## config.mk

```make
export PLATFORM = sky130hd
export DESIGN_NAME = mm_stream_bridge
export DESIGN_NICKNAME = d
export VERILOG_FILES = /design/src/rtl/mm_stream_bridge.sv
export SDC_FILE = /design/constraint.sdc
export NUM_CORES = 1
export LEC_CHECK = 0
export ABC_AREA = 1
export CAP_MARGIN = 30
export CORE_MARGIN = 4
export CORE_UTILIZATION = 45
export CTS_CLUSTER_SIZE = 10
export DETAILED_ROUTE_END_ITERATION = 10
export PLACE_DENSITY = 0.82
export SLEW_MARGIN = 20
export SYNTH_ARGS = -nofsm -noshare
export SYNTH_HDL_FRONTEND = slang
export SYNTH_SLANG_ARGS = --single-unit
```

## constraint.sdc

```tcl
create_clock -name clock_i -period 2.1 [get_ports clock_i]
set_input_delay 0.63 -clock clock_i [delete_from_list [all_inputs] [get_ports clock_i]]
set_output_delay 0.63 -clock clock_i [all_outputs]
set_load 0.1 [all_outputs]
```

## src/rtl/mm_stream_bridge.sv

```systemverilog
// Stream-to-BRAM feeder for the Montgomery multiplier: loads one operand set, starts the
// multiplier, then streams the s-word result back out with a last marker.
module mm_stream_bridge #(
   parameter int unsigned s           = 8,
   parameter int unsigned TIMEOUT_CYC = 4096
) (
   input  logic        clock_i,
   input  logic        reset_n_i,
   input  logic [16:0] in_data_i,
   input  logic        in_valid_i,
   output logic        in_ready_o,
   output logic [16:0] out_data_o,
   output logic        out_valid_o,
   input  logic        out_ready_i,
   output logic        out_last_o,
   output logic        bram_en_o,
   output logic        bram_we_o,
   output logic [31:0] bram_addr_o,
   output logic [16:0] bram_din_o,
   input  logic [16:0] bram_dout_i,
   output logic        mm_start_o,
   input  logic        mm_done_i,
   output logic        busy_o,
   output logic        error_o
);

   localparam int unsigned ADDR_W = $clog2(4 * s);

   localparam logic [ADDR_W-1:0] LastWordIdx = ADDR_W'(3 * s);
   localparam logic [ADDR_W-1:0] LastRdIdx   = ADDR_W'(s - 1);
   localparam logic [ADDR_W-1:0] ResBase     = ADDR_W'(s + 1);
   localparam bit                WdEn        = (TIMEOUT_CYC != 0);
   localparam logic [31:0]       WdLast      = WdEn ? 32'(TIMEOUT_CYC - 1) : 32'd0;

   typedef enum logic [2:0] {
      StLoad,
      StLastWr,
      StStart,
      StWait,
      StRdReq,
      StRdWait,
      StOut
   } state_e;

   state_e              state_q, state_d;
   logic [ADDR_W-1:0]   ld_cnt_q, ld_cnt_d;
   logic                wr_pend_q, wr_pend_d;
   logic [ADDR_W-1:0]   wr_addr_q, wr_addr_d;
   logic [16:0]         wr_data_q, wr_data_d;
   logic [ADDR_W-1:0]   rd_idx_q, rd_idx_d;
   logic [31:0]         wd_cnt_q, wd_cnt_d;
   logic [16:0]         res_data_q, res_data_d;
   logic [ADDR_W-1:0]   addr;

   always_ff @(posedge clock_i) begin
      if (!reset_n_i) begin
         state_q    <= StLoad;
         ld_cnt_q   <= '0;
         wr_pend_q  <= 1'b0;
         wr_addr_q  <= '0;
         wr_data_q  <= '0;
         rd_idx_q   <= '0;
         wd_cnt_q   <= '0;
         res_data_q <= '0;
      end else begin
         state_q    <= state_d;
         ld_cnt_q   <= ld_cnt_d;
         wr_pend_q  <= wr_pend_d;
         wr_addr_q  <= wr_addr_d;
         wr_data_q  <= wr_data_d;
         rd_idx_q   <= rd_idx_d;
         wd_cnt_q   <= wd_cnt_d;
         res_data_q <= res_data_d;
      end
   end

   always_comb begin
      state_d     = state_q;
      ld_cnt_d    = ld_cnt_q;
      wr_pend_d   = 1'b0;
      wr_addr_d   = wr_addr_q;
      wr_data_d   = wr_data_q;
      rd_idx_d    = rd_idx_q;
      wd_cnt_d    = wd_cnt_q;
      res_data_d  = res_data_q;
      in_ready_o  = 1'b0;
      bram_en_o   = 1'b0;
      bram_we_o   = 1'b0;
      addr        = '0;
      bram_din_o  = '0;
      out_data_o  = '0;
      out_valid_o = 1'b0;
      out_last_o  = 1'b0;
      mm_start_o  = 1'b0;
      error_o     = 1'b0;

      // A word accepted on one edge is written on the following cycle (LOAD or LAST_WR only).
      if (wr_pend_q) begin
         bram_en_o  = 1'b1;
         bram_we_o  = 1'b1;
         addr       = wr_addr_q;
         bram_din_o = wr_data_q;
      end

      unique case (state_q)
         StLoad: begin
            in_ready_o = 1'b1;
            if (in_valid_i) begin
               wr_pend_d = 1'b1;
               wr_addr_d = ld_cnt_q;
               wr_data_d = in_data_i;
               if (ld_cnt_q == LastWordIdx) begin
                  ld_cnt_d = '0;
                  state_d  = StLastWr;
               end else begin
                  ld_cnt_d = ld_cnt_q + 1'b1;
               end
            end
         end
         StLastWr: begin
            state_d = StStart;
         end
         StStart: begin
            mm_start_o = 1'b1;
            wd_cnt_d   = '0;
            state_d    = StWait;
         end
         StWait: begin
            // The multiplier owns the BRAM here, so the port stays idle.
            if (mm_done_i) begin
               rd_idx_d = '0;
               state_d  = StRdReq;
            end else if (WdEn && (wd_cnt_q == WdLast)) begin
               error_o = 1'b1;
               state_d = StLoad;
            end else begin
               wd_cnt_d = wd_cnt_q + 32'd1;
            end
         end
         StRdReq: begin
            bram_en_o = 1'b1;
            addr      = ResBase + rd_idx_q;
            state_d   = StRdWait;
         end
         StRdWait: begin
            res_data_d = bram_dout_i;
            state_d    = StOut;
         end
         StOut: begin
            out_valid_o = 1'b1;
            out_data_o  = res_data_q;
            out_last_o  = (rd_idx_q == LastRdIdx);
            if (out_ready_i) begin
               if (rd_idx_q == LastRdIdx) begin
                  rd_idx_d = '0;
                  state_d  = StLoad;
               end else begin
                  rd_idx_d = rd_idx_q + 1'b1;
                  state_d  = StRdReq;
               end
            end
         end
         default: begin
            state_d = StLoad;
         end
      endcase
   end

   assign bram_addr_o = {{(32 - ADDR_W){1'b0}}, addr};
   assign busy_o      = !((state_q == StLoad) && (ld_cnt_q == '0));

endmodule

```

# After elaboration in Yosys (flattened, before gate mapping)
# Cells that the tools add are included.
[totals]
reg_bits = 85
out_inout_bits = 74
[op_classes]
addsub = 4
n_eq_ne = 16
muxes = 29
n_reduce_logical = 11
[ops]
columns = ["cell", "count"]
rows = [
  ["two-way mux 32 bit", 2],
  ["case mux 32 bit (2 select lines)", 1],
  ["two-way mux 17 bit", 2],
  ["adder 32 x 1 -> 32 bit, second input constant", 1],
  ["== test 32 x 12 -> 1 bit, second input constant", 1],
  ["two-way mux 5 bit", 6],
  ["case mux 3 bit (7 select lines)", 1],
  ["two-way mux 3 bit", 6],
  ["inequality test 2 bit, second input constant", 6],
  ["adder 5 x 1 -> 5 bit, second input constant", 2],
  ["two-way mux 1 bit", 10],
  ["case mux 5 bit (2 select lines)", 1],
  ["== test 3 bit, second input constant", 3],
  ["== test 3 x 2 -> 1 bit, second input constant", 2],
  ["AND reduction 3 bit", 2],
  ["adder 4 x 5 -> 5 bit, first input constant", 1],
  ["== test 5 x 3 -> 1 bit, second input constant", 1],
  ["== test 5 bit, second input constant", 1],
  ["zero test 5 bit", 1],
  ["AND reduction 2 bit", 2],
  ["AND reduction 4 bit", 1],
  ["nonzero test 2 bit", 2],
  ["== test 3 x 1 -> 1 bit, second input constant", 1],
  ["zero test 3 bit", 1],
  ["other kinds (3)", 3],
]

# Logic depth before layout (Yosys ltp)
# Gate-level depths: netlist of run 1.
[logic_depth]
ltp_word = 4
ltp_mapped = 13

# Least setup slack after synthesis of run 1
# Ideal clock, no wire load.
[synth_path]
path_kind = "register -> output"
start = "reg wr_pend_q"
end = "out bram_addr_o[3]"
arrival_ns = 3.415
setup_slack_ns = -1.945
path_stages_with_launch = 3
cell_sequence = "dfxtp_1 inv_1 o31ai_1"
[synth_between]
elab_chain_cells = 2
[synth_lines]
columns = ["element", "line_no", "source"]
rows = [
  ["start: declaration", "47", "logic wr_pend_q, wr_pend_d;"],
  ["start signal: assignment", "68", "wr_pend_q <= wr_pend_d;"],
  ["two-way mux 5 bit", "98", "if (wr_pend_q) begin"],
  ["two-way mux 5 bit", "105", "unique case (state_q)"],
  ["end: declaration", "18", "output logic [31:0] bram_addr_o,"],
]
# Every way passes these cells.

# Final worst setup path of run 1
[layout_path]
start = "reg wd_cnt_q[0]"
end = "out error_o"
[layout_between]
elab_chain_cells = 4
[layout_lines]
columns = ["element", "line_no", "source"]
rows = [
  ["start: declaration", "51", "logic [31:0] wd_cnt_q, wd_cnt_d;"],
  ["start signal: assignment", "72", "wd_cnt_q <= wd_cnt_d;"],
  ["== test 32 x 12 -> 1 bit", "133", "end else if (WdEn && (wd_cnt_q == WdLast)) begin"],
  ["two-way mux 1 bit", "133", ""],
  ["two-way mux 1 bit", "130", "if (mm_done_i) begin"],
  ["two-way mux 1 bit", "105", ""],
  ["end: declaration", "24", "output logic error_o"],
]
# Every way passes these cells.

==> results of run 1 <==
## critical path: cells and delay by family, from the launching register on
family | cells | cell delay (ns)
and+or+nand+nor | 6 | 0.67
adders and majority gates | 1 | 0.14
buffers and inverters | 1 | 0.21
DFF | 1 | 0.37
## power by group through the flow
stage	registers (mW)	clock network [mW]	logic, mW
3_3_place_gp	1.74	0	1.09
5_1_grt	1.72	1.47	1.29
3_5_place_dp	1.74	0	1.10
2_1_floorplan	1.75	0	0.799
6_report	1.71	1.39	1.24
4_1_cts	1.71	1.39	1.14
## state kept, by name (all words and copies together), names as in the netlist
signal      count
wr_data_q      17
ld_cnt_q        5
rd_idx_q        5
res_data_q     17
wr_addr_q       5
state_q         3
wr_pend_q       1
wd_cnt_q       32
## layer usage
layer  global-route usage  routed length (um)
met1               0.2653                6378
met2               0.4191                8829
met3              0.05404                1442
met4              0.09442                 835
met5                    0                   0
## cells in the mapped netlist, drive strengths merged
| cell type | n | share of area |
|---|---|---|
| nand3 | 45 | 0.056 |
| o2111ai | 1 | 0.0018 |
| and2 | 2 | 0.0026 |
| nand4 | 7 | 0.0092 |
| clkinv | 1 | 0.00079 |
| xor2 | 7 | 0.013 |
| o31ai | 1 | 0.0016 |
| nor2 | 100 | 0.082 |
| a31oi | 1 | 0.0013 |
| ha | 4 | 0.011 |
| clkbuf | 17 | 0.013 |
| o211a | 1 | 0.0021 |
| dfxtp | 85 | 0.36 |
| xnor2 | 1 | 0.0018 |
| nand2 | 198 | 0.16 |
| nor3 | 14 | 0.017 |
| a21oi | 76 | 0.087 |
| nor3b | 2 | 0.0032 |
| buf | 40 | 0.060 |
| inv | 97 | 0.077 |
| conb | 1 | 0.00079 |
| o21ai | 38 | 0.040 |
| o21bai | 1 | 0.0016 |
| nand3b | 1 | 0.0016 |
## metrics by stage
step	setup TNS (ns)	cell area [um2]	util	hold slack, ns
floorplan	-5.484	5137	-	0.4302
global placement	-0.07432	6655	0.6446	0.4401
detailed placement	-0.07139	6655	0.6446	0.4553
CTS	-1.520	7244	0.7017	0.4702
global route	-2.651	7612	0.7374	0.4936
finish	-1.392	7612	0.7374	0.4688
## kinds of logic (layout without fill, tap and decap cells)
family,after synthesis,count (layout),share of synthesized area
and+or+nand+nor,369,372,0.3298
other,1,27,0.0007883
buffers and inverters,155,281,0.1510
AOI/OAI and AO/OA,119,119,0.1355
xor gates and xnor gates,8,8,0.01473
DFF,85,85,0.3577
adders and majority gates,4,4,0.01052
## how the worst min path moves through the flow
stage	slack (ns)	depth (start not counted)	endpoint
finish	0.47	2	wr_data_q[11]$_SDFFE_PN0P_
global route	0.49	2	wr_data_q[11]$_SDFFE_PN0P_
CTS	0.47	2	wr_data_q[5]$_SDFFE_PN0P_
detailed placement	0.46	2	wr_data_q[5]$_SDFFE_PN0P_
global placement	0.44	2	res_data_q[4]$_SDFFE_PN0P_
floorplan	0.43	2	res_data_q[4]$_SDFFE_PN0P_
## layout by cell type, fill, tap and decap left out, types with 12 or more instances in the layout
cell type	instances
sky130_fd_sc_hd__conb_1	27
sky130_fd_sc_hd__buf_6	15
sky130_fd_sc_hd__clkdlybuf4s50_1	38
sky130_fd_sc_hd__nor2_1	69
sky130_fd_sc_hd__inv_1	69
sky130_fd_sc_hd__o21ai_0	34
sky130_fd_sc_hd__nand3_2	14
sky130_fd_sc_hd__clkinvlp_4	20
sky130_fd_sc_hd__nand3_1	29
sky130_fd_sc_hd__dfxtp_1	72
sky130_fd_sc_hd__nor3_1	12
sky130_fd_sc_hd__a21oi_1	64
sky130_fd_sc_hd__buf_12	51
sky130_fd_sc_hd__buf_4	61
sky130_fd_sc_hd__nand2_1	184
sky130_fd_sc_hd__nor2_4	26
## layout make-up
class                           instances  area share
Clock buffer                           10     0.01808
Clock inverter                          6     0.01233
Inverter                               98     0.05966
Multi-Input combinational cell        530      0.3872
Sequential cell                        85      0.2283
Tap cell                              136     0.02235
Timing Repair Buffer                  167      0.2720
## timing repair
item,CTS,global route
cloned,1,3
hold buffers,0,0
pin swaps,9,18
setup buffers,23,19
gates resized for setup,42,59
setup endpoints to repair,12,74
==> insert_results.sql, run 1 <==
INSERT INTO impl_metrics (metric_group, metric, value, unit) VALUES
('cells_and_area', 'multi_input_gate_area_in_the_final_layout', '0.002948', 'mm2'),
('power_and_ir_drop', 'power.share.clock', '0.319', ''),
('clock_tree', 'clockBufferDepth', '2', ''),
('power_and_ir_drop', 'power.density_cell_area', '570.6', 'mW/mm2'),
('power_and_ir_drop', 'peakVddDrop', '588.6', 'uV'),
('global_routing', 'gr-total-overflow', '0', ''),
('timing', 'final_hold_viol_count', '0', ''),
('power_and_ir_drop', 'power.internal', '2.754', 'mW'),
('routing', 'route.vias.total', '5595', ''),
('routing', 'dr.first_iter.drc_count', '636', ''),
('cells_and_area', 'nets', '934', ''),
('logic_synthesis', 'post_synth_num_cell_types', '36', ''),
('power_and_ir_drop', 'part_of_the_power_in_combinational_logic', '0.286', ''),
('die', 'num_io_pins', '113', ''),
('worst_hold_path', 'hold_path.startpoint', 'wr_data_q[11]$_SDFFE_PN0P_', ''),
('global_routing', 'pin_count_of_the_biggest_net_entering_global_routing', '38', ''),
('global_routing', 'grt_use_total', '0.2334', ''),
('clock_tree', 'clock_tree_from_tritoncts', 'yes', ''),
('die', 'chip_width', '110.8', 'um'),
('worst_setup_path', 'worst_r2r_path_depth', '11', ''),
('routing', 'post_drt_via_cell_ratio', '5.422', ''),
('worst_setup_path', 'most_numerous_cell_on_the_critical_path', 'sky130_fd_sc_hd__nand2_2', ''),
('placement', 'port_buffers', '85', ''),
('placement', 'dp_slack', '-0.07139', 'ns'),
('timing', 'maxSlewViolCount', '0', ''),
('cells_and_area', 'layout-area-overhead-vs-synth', '60.02', '%'),
('worst_setup_path', 'max_stage_delay', '0.37', 'ns'),
('cells_and_area', 'fin_cells', '1032', ''),
('placement', 'gp_routability_congestion', '0.8536', ''),
('worst_setup_path', 'timing.rr.start', 'state_q[0]$_SDFFE_PN0P_', ''),
('worst_setup_path', 'cp_data_required_time', '1.47', 'ns'),
('routing', 'wl_per_cell', '16.94', 'um'),
('timing', 'layout_setup_ws', '-0.2986', 'ns'),
('global_routing', 'first_global_vias', '4975', ''),
('job', 'cap_violations', '0', ''),
('worst_setup_path', 'cpMaxStageDelayCell', 'sky130_fd_sc_hd__dfxtp_4', ''),
('timing', 'setup-violations-final', '28', ''),
('timing', 'rsz_0062_raised_after_global_routing', 'true', ''),
('routing', 'drtPass1Iterations', '8', ''),
('status', 'violations', 'setup timing', ''),
('power_and_ir_drop', 'power.sequential.fraction', '0.394', ''),
('timing', 'layout_min_cycle_time', '2.399', 'ns'),
('placement', 'dpl.hpwl', '9.346', 'mm'),
('worst_setup_path', 'critical_path_maximum_fanout', '4', ''),
('worst_setup_path', 'worstSetupStartpointType', 'register', ''),
('logic_synthesis', 'synth.cell_area', '0.004757', 'mm2'),
('die', 'initial_core_util', '0.4608', ''),
('clock_tree', 'cts_root_buffer', 'sky130_fd_sc_hd__clkbuf_8', ''),
('cells_and_area', 'drive_gt1_frac', '0.3047', ''),
('cells_and_area', 'antenna_cells', '0', ''),
('logic_synthesis', 'synth_seq_cells', '85', ''),
('cells_and_area', 'ff_latch_area', '0.001738', 'mm2'),
('routing', 'totalWireLength', '17.49', 'mm'),
('placement', 'place_inst', '976', ''),
('cells_and_area', 'fillers', '649', ''),
('worst_setup_path', 'critPathCaptureType', 'output pin', ''),
('logic_synthesis', 'postSynthCellCount', '741', ''),
('status', 'run_status', 'finished with violations', ''),
('clock_tree', 'tritoncts_num_sinks', '85', ''),
('global_routing', 'grt_first_pass_wirelength', '23.82', 'mm'),
('clock_tree', 'cts_htree_levels', '3', ''),
('worst_setup_path', 'critical_path_arrival', '1.77', 'ns'),
('timing', 'clock_skew', '0.01561', 'ns'),
('routing', 'drc', '0', ''),
('power_and_ir_drop', 'p_sw', '1.590', 'mW'),
('worst_setup_path', 'crit_chain', 'ha_4 > nand2_4 > nor2_4 > nand2_2 > nor2_2 > nand2_2 > nor3_4 > buf_12', ''),
('logic_synthesis', 'post_synth.cell_area_avg', '6.420', 'um2'),
('die', 'dieHeight', '110.8', 'um'),
('worst_setup_path', 'timing.critical_path.to', 'error_o', ''),
('clock_tree', 'clk_latency', '0.38', 'ns'),
('worst_hold_path', 'worst_hold_path_type', 'reg -> reg', '');
(Power assumes the default switching activity.)
==> run 2, diff against run 1 <==
- PLACE_DENSITY: 0.82 -> 0.76
- clock period: 2.1 -> 2.2 ns (I/O delays scaled with it)
==> run 2 against run 1 <==
The flow still finishes with violations (setup timing). Sequential share of layout area up 1.7 points. Hold slack is essentially flat. Clock-buffer cell count grew 2. Power is 13% lower. Final area decreased by 6.9%. Clock power is 22% lower. Global-route usage down 1.5 points. Clock skew down 0.0067 ns. Non-clock buffer count down 30. Critical path type unchanged. Largest power group unchanged.
==> insert_results.sql, run 2 (synthesis gave the netlist of run 1 again) <==
INSERT INTO impl_metrics (metric_group, metric, value, unit) VALUES
('cells_and_area', 'largest-register', 'wd_cnt_q', ''),
('worst_hold_path', 'hold_path.startpoint', 'wr_data_q[13]$_SDFFE_PN0P_', ''),
('worst_setup_path', 'timing.critical_path.buf_inv', '1', ''),
('clock_tree', 'clockBufferDepth', '2', ''),
('worst_hold_path', 'worst_hold_path_type', 'reg -> reg', ''),
('worst_setup_path', 'worst_r2r_path_depth', '16', ''),
('worst_hold_path', 'worst_hold_path.endpoint', 'wr_data_q[13]$_SDFFE_PN0P_', ''),
('clock_tree', 'clk_latency', '0.37', 'ns'),
('placement', 'dpl.hpwl', '9.512', 'mm'),
('timing', 'maxSlewViolCount', '0', ''),
('die', 'num_io_pins', '113', ''),
('status', 'run_status', 'finished with violations', ''),
('placement', 'port_buffers', '85', ''),
('worst_setup_path', 'critPathCaptureType', 'output pin', ''),
('timing', 'final_hold_viol_count', '0', ''),
('job', 'cap_violations', '0', ''),
('routing', 'totalWireLength', '14.22', 'mm'),
('routing', 'wl_per_cell', '14.24', 'um'),
('routing', 'drc', '0', ''),
('routing', 'post_drt_via_cell_ratio', '5.066', ''),
('cells_and_area', 'largest_register_ffs', '32', ''),
('global_routing', 'pin_count_of_the_biggest_net_entering_global_routing', '38', ''),
('power_and_ir_drop', 'switching_share', '0.3722', ''),
('cells_and_area', 'most-common-layout-cells', 'sky130_fd_sc_hd__nand2_1 (186), sky130_fd_sc_hd__inv_1 (86), sky130_fd_sc_hd__dfxtp_1 (70)', ''),
('timing', 'rsz_0062_raised_after_global_routing', 'true', ''),
('cells_and_area', 'layout_commonest_cell', 'sky130_fd_sc_hd__nand2_1', ''),
('power_and_ir_drop', 'p_sw', '1.413', 'mW'),
('routing', 'dr.first_iter.drc_count', '286', ''),
('timing', 'setup_tns', '-0.2992', 'ns'),
('clock_tree', 'clock_tree_from_tritoncts', 'yes', ''),
('die', 'dieHeight', '110.8', 'um'),
('clock_tree', 'cts_root_buffer', 'sky130_fd_sc_hd__clkbuf_8', ''),
('timing', 'layout_setup_ws', '-0.1491', 'ns'),
('global_routing', 'gr-total-overflow', '0', ''),
('timing', 'fin_hold_ws', '0.4688', 'ns'),
('worst_hold_path', 'hold-path-cell-count', '2', ''),
('timing', 'setup-violations-final', '4', ''),
('cells_and_area', 'fin_cells', '999', ''),
('clock_tree', 'tritoncts_num_sinks', '85', ''),
('power_and_ir_drop', 'part_of_the_power_in_combinational_logic', '0.284', ''),
('global_routing', 'grt_first_pass_wirelength', '22.74', 'mm'),
('cells_and_area', 'antenna_cells', '0', ''),
('routing', 'route.antenna.remaining_nets', '0', ''),
('cells_and_area', 'nets', '901', ''),
('routing', 'route.vias.total', '5061', ''),
('power_and_ir_drop', 'power.internal', '2.383', 'mW'),
('worst_setup_path', 'worstSetupStartpointType', 'register', ''),
('worst_setup_path', 'critical-path-top-delay-family', 'simple AND/OR/NAND/NOR gates', ''),
('status', 'violations', 'setup timing', ''),
('worst_setup_path', 'timing.rr.end', 'rd_idx_q[4]$_SDFFE_PN0P_', ''),
('timing', 'layout_min_cycle_time', '2.349', 'ns'),
('worst_setup_path', 'max_stage_delay', '0.37', 'ns'),
('worst_setup_path', 'setup.reg_to_reg.worst_slack', '-0.04', 'ns'),
('global_routing', 'first_global_vias', '4842', ''),
('power_and_ir_drop', 'peakVddDrop', '320.7', 'uV'),
('cells_and_area', 'registers_with_the_most_flip_flops', 'wd_cnt_q x32, res_data_q x17, wr_data_q x17', ''),
('worst_setup_path', 'timing.rr.start', 'rd_idx_q[1]$_SDFFE_PN0P_', ''),
('die', 'design.die.area', '0.01228', 'mm2'),
('cells_and_area', 'layout-area-overhead-vs-synth', '49.03', '%'),
('clock_tree', 'tritoncts.num_buffers', '9', ''),
('clock_tree', 'cts_htree_levels', '3', ''),
('worst_setup_path', 'crit_chain', 'ha_4 > nand2_4 > nor2_4 > nand2_4 > nor2_4 > nand2_2 > nor3_4 > buf_12', ''),
('worst_setup_path', 'worstSetupPathType', 'reg -> out', ''),
('power_and_ir_drop', 'pwr_total', '3.796', 'mW'),
('cells_and_area', 'drive_gt1_frac', '0.2503', ''),
('global_routing', 'grt_use_total', '0.2185', ''),
('worst_setup_path', 'cp_data_required_time', '1.54', 'ns'),
('die', 'core_footprint', '0.01032', 'mm2'),
('power_and_ir_drop', 'power.share.clock', '0.285', ''),
('placement', 'gp_routability_congestion', '0.8815', ''),
('global_routing', 'antenna_found_initial', '0', ''),
('power_and_ir_drop', 'power.sequential.fraction', '0.431', ''),
('cells_and_area', 'finalCoreUtilization', '0.6867', ''),
('timing', 'clock_skew', '0.008904', 'ns'),
('power_and_ir_drop', 'power.leakage', '2.872', 'nW'),
('timing', 'maxClockFrequency', '425.7', 'MHz'),
('die', 'initial_core_util', '0.4608', ''),
('die', 'chip_width', '110.8', 'um'),
('routing', 'drtPass1Iterations', '7', ''),
('worst_setup_path', 'critical_path_arrival', '1.69', 'ns'),
('worst_setup_path', 'critical_path_maximum_fanout', '2', ''),
('die', 'num_rows', '37', ''),
('timing', 'final.period_utilization', '1.068', ''),
('worst_setup_path', 'cpMaxStageDelayCell', 'sky130_fd_sc_hd__dfxtp_4', ''),
('placement', 'place_inst', '957', ''),
('power_and_ir_drop', 'power.density_cell_area', '535.4', 'mW/mm2'),
('clock_tree', 'clock_pin_slew_on_the_worst_setup_and_hold_paths', '0.09', 'ns'),
('clock_tree', 'cts-hold-fix-buffers', '0', '');
run 2: cell types whose count changed in the layout (fill, tap and decap cells not counted), moves of 3 or more:
cell	previous run	this run
sky130_fd_sc_hd__clkinvlp_4	20	0
sky130_fd_sc_hd__nor2_4	26	23
sky130_fd_sc_hd__buf_4	61	45
sky130_fd_sc_hd__inv_1	69	86
sky130_fd_sc_hd__nor2_2	5	8
sky130_fd_sc_hd__nand2_8	3	0
sky130_fd_sc_hd__dfxtp_2	5	8
sky130_fd_sc_hd__buf_6	15	3
sky130_fd_sc_hd__nand3_1	29	32
sky130_fd_sc_hd__nand3_2	14	11
run 2: worst max-delay path by stage:
stage	start	endpoint	slack, ns	cells after the start
after global routing	wd_cnt_q[0]$_SDFFE_PN0P_	error_o	-0.20	8
after CTS	wd_cnt_q[0]$_SDFFE_PN0P_	error_o	-0.17	8
after detailed placement	mm_done_i	error_o	-0.01	3
final	wd_cnt_q[0]$_SDFFE_PN0P_	error_o	-0.15	8
after floorplan	state_q[2]$_SDFFE_PN0P_	busy_o	-0.52	4
after global placement	mm_done_i	error_o	0.04	3
run 2: area by class of cell:
type | instances | area, um2
clock buffers | 12 | 155.1
inverters | 98 | 380.4
repair buffers | 137 | 1773
flip-flops and latches | 85 | 1738
well taps | 136 | 170.2
fillers | 821 | 3234
clock inverters | 4 | 31.28
multi-input cells | 527 | 2841
run 2: stage by stage:
step                      setup slack (ns)  cell area, um2
after CTS                          -0.1696            6872
after global placement             0.04161            6424
after global routing               -0.2041            7089
after floorplan                    -0.5157            5071
after detailed placement         -0.009649            6424
final                              -0.1491            7089
run 2: power groups by stage:
stage / clock network [mW] / logic (mW) / registers (mW)
floorplan: 0 / 0.754 / 1.67
global placement: 0 / 1.02 / 1.67
detailed placement: 0 / 1.03 / 1.68
CTS: 1.09 / 1.05 / 1.63
global route: 1.15 / 1.13 / 1.64
finish: 1.08 / 1.08 / 1.64
run 2: routing by layer:
metal / GRT usage / part of all wire / vias to the layer above
met4: 0.05829 / 0.022 / 0
li1: - / - / 2501
met1: 0.2635 / 0.41 / 2353
met3: 0.04913 / 0.063 / 34
met2: 0.3900 / 0.51 / 173
met5: 0 / 0 / -
run 2: worst register-to-register path: stages, from the launching register on:
cell and delay, ns:
sky130_fd_sc_hd__dfxtp_4 0.38, sky130_fd_sc_hd__ha_4 0.15, sky130_fd_sc_hd__nand2_4 0.06, sky130_fd_sc_hd__buf_4 0.14, sky130_fd_sc_hd__buf_4 0.12, sky130_fd_sc_hd__buf_4 0.12
sky130_fd_sc_hd__buf_4 0.12, sky130_fd_sc_hd__buf_4 0.12, sky130_fd_sc_hd__buf_4 0.12, sky130_fd_sc_hd__buf_4 0.12, sky130_fd_sc_hd__buf_4 0.12, sky130_fd_sc_hd__buf_4 0.12
sky130_fd_sc_hd__buf_4 0.13, sky130_fd_sc_hd__nor2_4 0.09, sky130_fd_sc_hd__nand3_1 0.10, sky130_fd_sc_hd__nand3_1 0.09, sky130_fd_sc_hd__a21oi_1 0.05
run 2: what timing repair did:
| item | CTS | global route |
|---|---|---|
| setup endpoints to repair | 25 | 21 |
| buffers inserted | 21 | 4 |
| pin swaps | 10 | 5 |
| gates cloned | 0 | 1 |
| resized for setup | 33 | 43 |
